$ cat config.mk
export PLATFORM = sky130hd
export DESIGN_NAME = inst_fetch_unit
export DESIGN_NICKNAME = d
export VERILOG_FILES = /design/src/rtl/inst_fetch_unit_pkg.sv /design/src/rtl/inst_fetch_unit_next_pc_calc.sv /design/src/rtl/inst_fetch_unit.sv
export SDC_FILE = /design/constraint.sdc
export NUM_CORES = 1
export LEC_CHECK = 0
export ABC_CLOCK_PERIOD_IN_PS = 3900
export CELL_PAD_IN_SITES_DETAIL_PLACEMENT = 1
export CELL_PAD_IN_SITES_GLOBAL_PLACEMENT = 1
export CORE_UTILIZATION = 25
export DETAILED_ROUTE_END_ITERATION = 12
export DONT_BUFFER_PORTS = 1
export PLACE_DENSITY_LB_ADDON = 0.2
export REMOVE_ABC_BUFFERS = 1
export SLEW_MARGIN = 10
export SYNTH_ARGS = -nofsm -noshare
export SYNTH_HDL_FRONTEND = slang
export SYNTH_SLANG_ARGS = --single-unit
export TNS_END_PERCENT = 50
$ cat constraint.sdc
create_clock -name clk -period 3.9 [get_ports clk]
set_clock_uncertainty 0.2 [all_clocks]
set_input_delay 0.78 -clock clk [delete_from_list [all_inputs] [get_ports clk]]
set_output_delay 0.78 -clock clk [all_outputs]
set_load 0.01 [all_outputs]
$ cat src/rtl/inst_fetch_unit_pkg.sv
// Shared definitions for the instruction fetch unit: FSM state encoding and
// the default reset PC.
package inst_fetch_unit_pkg;

    typedef enum logic [1:0] {
        S_REQ  = 2'd0,
        S_WAIT = 2'd1,
        S_HOLD = 2'd2,
        S_STOP = 2'd3
    } fetch_state_t;

    localparam int          INST_W           = 32;
    localparam logic [31:0] DEFAULT_RESET_PC = 32'h0000_0000;

endpackage

$ cat src/rtl/inst_fetch_unit_next_pc_calc.sv
// Combinational next-PC selection for the fetch unit, with a misalignment
// flag for the selected target.
module inst_fetch_unit_next_pc_calc #(
    parameter int XLEN = 32
) (
    input  logic [XLEN-1:0] pc,
    input  logic [XLEN-1:0] imm,
    input  logic [XLEN-1:0] rs1_data,
    input  logic            is_jal,
    input  logic            is_jalr,
    input  logic            branch,
    input  logic            bcond,
    output logic [XLEN-1:0] next_pc,
    output logic            misaligned
);

    logic [XLEN-1:0] pc_rel;
    logic [XLEN-1:0] reg_rel;
    logic [XLEN-1:0] seq_pc;

    assign pc_rel  = pc + imm;
    assign reg_rel = (rs1_data + imm) & ~XLEN'(1);
    assign seq_pc  = pc + XLEN'(4);

    // is_jalr outranks is_jal when both are set
    always_comb begin
        next_pc = seq_pc;
        if (is_jalr) begin
            next_pc = reg_rel;
        end else if (is_jal) begin
            next_pc = pc_rel;
        end else if (branch && bcond) begin
            next_pc = pc_rel;
        end
    end

    assign misaligned = |next_pc[1:0];

endmodule

$ cat src/rtl/inst_fetch_unit.sv
// Instruction fetch unit: owns the PC, fetches one instruction at a time over
// a valid/ready request + valid response port and holds it for decode.
//
// state  | meaning
// S_REQ  | request outstanding at pc, waiting for imem_req_ready
// S_WAIT | request accepted, waiting for imem_resp_valid
// S_HOLD | instruction held for decode until inst_ready
// S_STOP | halted or faulted; only reset leaves
module inst_fetch_unit
    import inst_fetch_unit_pkg::*;
#(
    parameter int              XLEN     = 32,
    parameter logic [XLEN-1:0] RESET_PC = XLEN'(DEFAULT_RESET_PC)
) (
    input  logic              clk,
    input  logic              reset,
    output logic              imem_req_valid,
    input  logic              imem_req_ready,
    output logic [XLEN-1:0]   imem_req_addr,
    input  logic              imem_resp_valid,
    input  logic [INST_W-1:0] imem_resp_data,
    output logic              inst_valid,
    output logic [INST_W-1:0] inst,
    output logic [XLEN-1:0]   pc,
    output logic [XLEN-1:0]   pc_plus4,
    input  logic              inst_ready,
    input  logic              is_jal,
    input  logic              is_jalr,
    input  logic              branch,
    input  logic              bcond,
    input  logic [XLEN-1:0]   imm,
    input  logic [XLEN-1:0]   rs1_data,
    input  logic              halt,
    output logic              halted,
    output logic              fetch_fault
);

    fetch_state_t state;
    fetch_state_t state_nxt;

    logic [XLEN-1:0] next_pc;
    logic            misaligned;

    logic capture;
    logic advance;
    logic set_halt;
    logic set_fault;

    inst_fetch_unit_next_pc_calc #(
        .XLEN (XLEN)
    ) u_next_pc_calc (
        .pc         (pc),
        .imm        (imm),
        .rs1_data   (rs1_data),
        .is_jal     (is_jal),
        .is_jalr    (is_jalr),
        .branch     (branch),
        .bcond      (bcond),
        .next_pc    (next_pc),
        .misaligned (misaligned)
    );

    always_ff @(posedge clk) begin
        if (reset) begin
            state <= S_REQ;
        end else begin
            state <= state_nxt;
        end
    end

    always_comb begin
        state_nxt = state;
        capture   = 1'b0;
        advance   = 1'b0;
        set_halt  = 1'b0;
        set_fault = 1'b0;
        unique case (state)
            S_REQ: begin
                if (imem_req_ready) begin
                    state_nxt = S_WAIT;
                end
            end
            S_WAIT: begin
                if (imem_resp_valid) begin
                    capture   = 1'b1;
                    state_nxt = S_HOLD;
                end
            end
            S_HOLD: begin
                if (inst_ready) begin
                    if (halt) begin
                        set_halt  = 1'b1;
                        state_nxt = S_STOP;
                    end else if (misaligned) begin
                        set_fault = 1'b1;
                        state_nxt = S_STOP;
                    end else begin
                        advance   = 1'b1;
                        state_nxt = S_REQ;
                    end
                end
            end
            S_STOP: begin
                state_nxt = S_STOP;
            end
            default: begin
                state_nxt = S_REQ;
            end
        endcase
    end

    always_ff @(posedge clk) begin
        if (reset) begin
            pc          <= RESET_PC;
            inst        <= '0;
            halted      <= 1'b0;
            fetch_fault <= 1'b0;
        end else begin
            if (capture) begin
                inst <= imem_resp_data;
            end
            if (advance) begin
                pc <= next_pc;
            end
            if (set_halt) begin
                halted <= 1'b1;
            end
            if (set_fault) begin
                fetch_fault <= 1'b1;
            end
        end
    end

    // Request is suppressed during the reset cycle even if state is still S_REQ
    assign imem_req_valid = (state == S_REQ) && !reset;
    assign imem_req_addr  = pc;
    assign inst_valid     = (state == S_HOLD);
    assign pc_plus4       = pc + XLEN'(4);

endmodule

==> results.md <==
Min path:
- The worst hold path belongs to the class flip-flop to flip-flop.
- Counting instances, the worst hold path has a depth of 2.

STA:
- The final worst slack is 0.270 ns.
- For the pin with the worst max-slew slack, the measured transition is 0.718 ns.
- The fraction of the cycle the final worst path needs is 93.1%.
- The clock period could shrink to 3.63 ns.
- Setup repair after global routing left no endpoint under its margin.
- The final-report hold violation count is 0.
- Headroom to the max-slew limit came out at 51.8%.
- The peak clock frequency supported by timing is 0.275 GHz.
- Setup violations remaining at the end of the flow were counted as 0.
- The number of max-slew violations in the final report is 0.

Synth:
- During synthesis, Yosys emitted a total of 0 warnings.
- The share of synthesized area occupied by flip-flops and latches is 19.0%.
- Yosys mapped a number of flops with a built-in enable equal to 0.
- The number of unique standard cell types used by synthesis is 69.
- Sorting the synthesized cells by area gives the leading types as sky130_fd_sc_hd__dfxtp_1 19%, sky130_fd_sc_hd__ha_1 11%, sky130_fd_sc_hd__a21oi_1 7.5%.
- In the synthesized netlist the dominant register cell turns out to be sky130_fd_sc_hd__dfxtp_1.
- Among all cell types in the netlist, the one instantiated most often is sky130_fd_sc_hd__nand2_1.
- Of the post-synthesis cell area, the dominant cell type holds 19.0%.
- In this run the cell area of the synthesized design comes to 0.00715 mm².
- The fraction of registers with async set/reset is 0%.
- The instance count of the mapped netlist is 989.
- The commonest cells after synthesis are 139 x sky130_fd_sc_hd__nand2_1, 107 x sky130_fd_sc_hd__a21oi_1, 78 x sky130_fd_sc_hd__nor2_1.
- The total of flip-flops plus latches after synthesis is 68.
- A synthesized cell averages 7.23 µm².
- The largest area contributor in the netlist is sky130_fd_sc_hd__dfxtp_1.

Drt:
- Summing over every cut layer, the via total after detailed routing is 7,311.
- The pre-antenna-repair detailed-routing pass consisted of 4 iterations.
- The violation count after the first detailed-route iteration is 366.
- The remaining number of nets flagged by the antenna check after routing is 0.
- The wire length reported by the detailed router is 29,700 µm.
- The number of DRC violations after detailed routing is 0.
- The via count normalized by instance count is 5.45.
- After detailed routing, the average wire length per cell comes to 22.2 µm.

CTS:
- The number of buffers created by CTS is 9.
- The cell sitting at the root of the clock tree is a sky130_fd_sc_hd__clkbuf_16.
- The number of clock sinks is 68.
- The H-tree was split into 3 levels.
- The hold buffer count at CTS is 0.
- The register clock-pin slew on the reported worst setup and hold paths is 0.06 ns.
- The clock latency on the worst-skew pair is 0.34 ns.
- The number of buffers inserted by post-CTS setup repair is 0.
- The post-cts repair resize count is 0.
- The number of buffers on the longest clock path is 2.
- TritonCTS built the clock tree.

Critical path:
- The critical setup path kind is flip-flop to output pin.
- The endpoint of the worst setup timing path is pc_plus4[25].
- The start of the worst register-to-register path is imem_req_addr[5]$_SDFFE_PP0P_.
- The setup check on the worst reg-to-reg path leaves a slack of 0.70 ns.
- The launching element of the worst setup path is imem_req_addr[5]$_SDFFE_PP0P_.
- STA puts the critical path data required time at 2.92 ns.
- Data arrives at the worst endpoint at 2.65 ns.
- The number of cells on the worst reg-to-reg path is 10.
- The worst setup path is captured at an output pin.
- STA classifies the critical path startpoint as a flip-flop.
- Along the worst path, the maximum fanout reaches 8.
- The worst register-to-register path ends at imem_req_addr[29]$_SDFFE_PP0P_.

Place:
- During placement, the flow inserted port buffers numbering 0.
- Routability-driven placement finished with a final weighted congestion of 0.857.
- The setup slack after placement is 0.307 ns.
- The cell total after placement is 1,326.
- The total half-perimeter wirelength after legalization and detailed placement is 24,000 µm.

Final layout:
- The number of antenna diodes in the final layout is 0.
- The number of nets in the layout is 1,129.
- Relative to the synthesized area, the layout overhead comes to 8.75%.
- The number of cells in the finished layout apart from fillers is 1,341.
- The layout cell share with drive strength beyond 1 is 6.65%.

Power:
- The analysis attributes to cell leakage a power of 3.19 nW.
- The worst supply voltage drop on vdd is 136 µV.
- Power spread over the standard cell area amounts to 279 mW/mm².
- The overall power of the completed layout is 2.17 mW.

Job:
- The max-capacitance violation count is 0.

Status:
- The run finished with clean final reports.

Global routing:
- The initial antenna violation count is 0.
- The total global routing overflow is 0.
- The first global-routing pass estimated 43,900 µm of wire.
- The via count of the first global-routing pass is 7,269.
- Entering global routing, the biggest net connects 59 pins.
- The total track usage is 20.0%.

Floorplanning:
- The die covers 0.0293 mm².
- The initialized floorplan defines 61 standard-cell rows.
- The total area inside the core boundary comes to 0.0279 mm².
- In this run the horizontal extent of the chip is 171 µm.
- The die outline height is 171 µm.
- 238 I/O pins were placed.
- The starting utilization of the core area is 25.6%.
## through the flow
step	hold slack, ns	util (%)	area (µm²)	setup TNS (ns)
after floorplan	0.274	-	6720	-0.537
after global placement	0.282	26.8	7490	0
after detailed placement	0.289	26.8	7490	0
after CTS	0.290	27.8	7780	0
after global routing	0.283	27.8	7780	0
final	0.293	27.8	7780	0
## routing by layer
| metal | vias up | part of all wire, % | GRT usage (%) | routed length [µm] |
|---|---|---|---|---|
| li1 | 3541 | - | - | - |
| met1 | 3500 | 46 | 25.9 | 13500 |
| met2 | 236 | 44 | 32.1 | 13200 |
| met3 | 34 | 7.8 | 4.79 | 2310 |
| met4 | 0 | 2.3 | 7.26 | 690 |
| met5 | - | 0 | 0 | 0 |
## area by class of cell
| cell class | instances | area (µm²) |
|---|---|---|
| fill | 3482 | 20200 |
| multi-input combinational | 816 | 5270 |
| sequential | 68 | 1360 |
| tap | 378 | 473 |
| timing repair buffer | 39 | 293 |
| clock buffer | 11 | 233 |
| inverter | 25 | 93.8 |
| clock inverter | 4 | 51.3 |
## logic make-up (layout without fill, tap and decap cells)
group / after synthesis / count (layout) / synth area share (%)
and+or+nand+nor: 347 / 347 / 22.4
buffers and inverters: 105 / 79 / 7.40
muxes: 5 / 5 / 0.700
adders and majority gates: 64 / 64 / 11.4
DFF: 68 / 68 / 19.0
AOI/OAI and AO/OA: 330 / 330 / 30.5
xor gates and xnor gates: 70 / 70 / 8.57
## worst min path at each step
stage                                  endpoint             startpoint
after floorplan            inst[0]$_SDFFE_PP0P_   inst[0]$_SDFFE_PP0P_
after detailed placement   inst[4]$_SDFFE_PP0P_   inst[4]$_SDFFE_PP0P_
after global routing       inst[2]$_SDFFE_PP0P_                  reset
final                      inst[4]$_SDFFE_PP0P_   inst[4]$_SDFFE_PP0P_
after global placement    inst[18]$_SDFFE_PP0P_  inst[18]$_SDFFE_PP0P_
after CTS                  inst[2]$_SDFFE_PP0P_                  reset
## critical path, stage by stage, from the launching register on
cell and delay (ns):
sky130_fd_sc_hd__dfxtp_1 0.58, sky130_fd_sc_hd__and3_1 0.30, sky130_fd_sc_hd__nand4_1 0.11, sky130_fd_sc_hd__buf_4 0.22, sky130_fd_sc_hd__nor3_1 0.48, sky130_fd_sc_hd__and3_1 0.24, sky130_fd_sc_hd__xor2_1 0.37
## sequential cells by signal, indices dropped and copies added, names as in the netlist
signal	cells
imem_req_addr	32
fetch_fault	1
inst	32
state	2
halted	1
## placed cells by master, fill, tap and decap left out, drive strengths merged, types with 12 or more instances in the layout
master and n:
nand3 31, a31oi 16, a21oi 109, dfxtp 68, xor2 33, xnor2 37
a211oi 23, inv 25, nor2 78, o21ai 47, nand4 17, buf 39
o211ai 12, nand2 139, a21o 36, nor3 19, ha 62
## power by group
group	leakage (nW)	internal, mW	switching, mW
clock network	0.136	0.492	0.333
registers	0.551	0.718	0.0288
logic	2.50	0.221	0.378
Note: power is estimated with default switching activity, not from simulation.
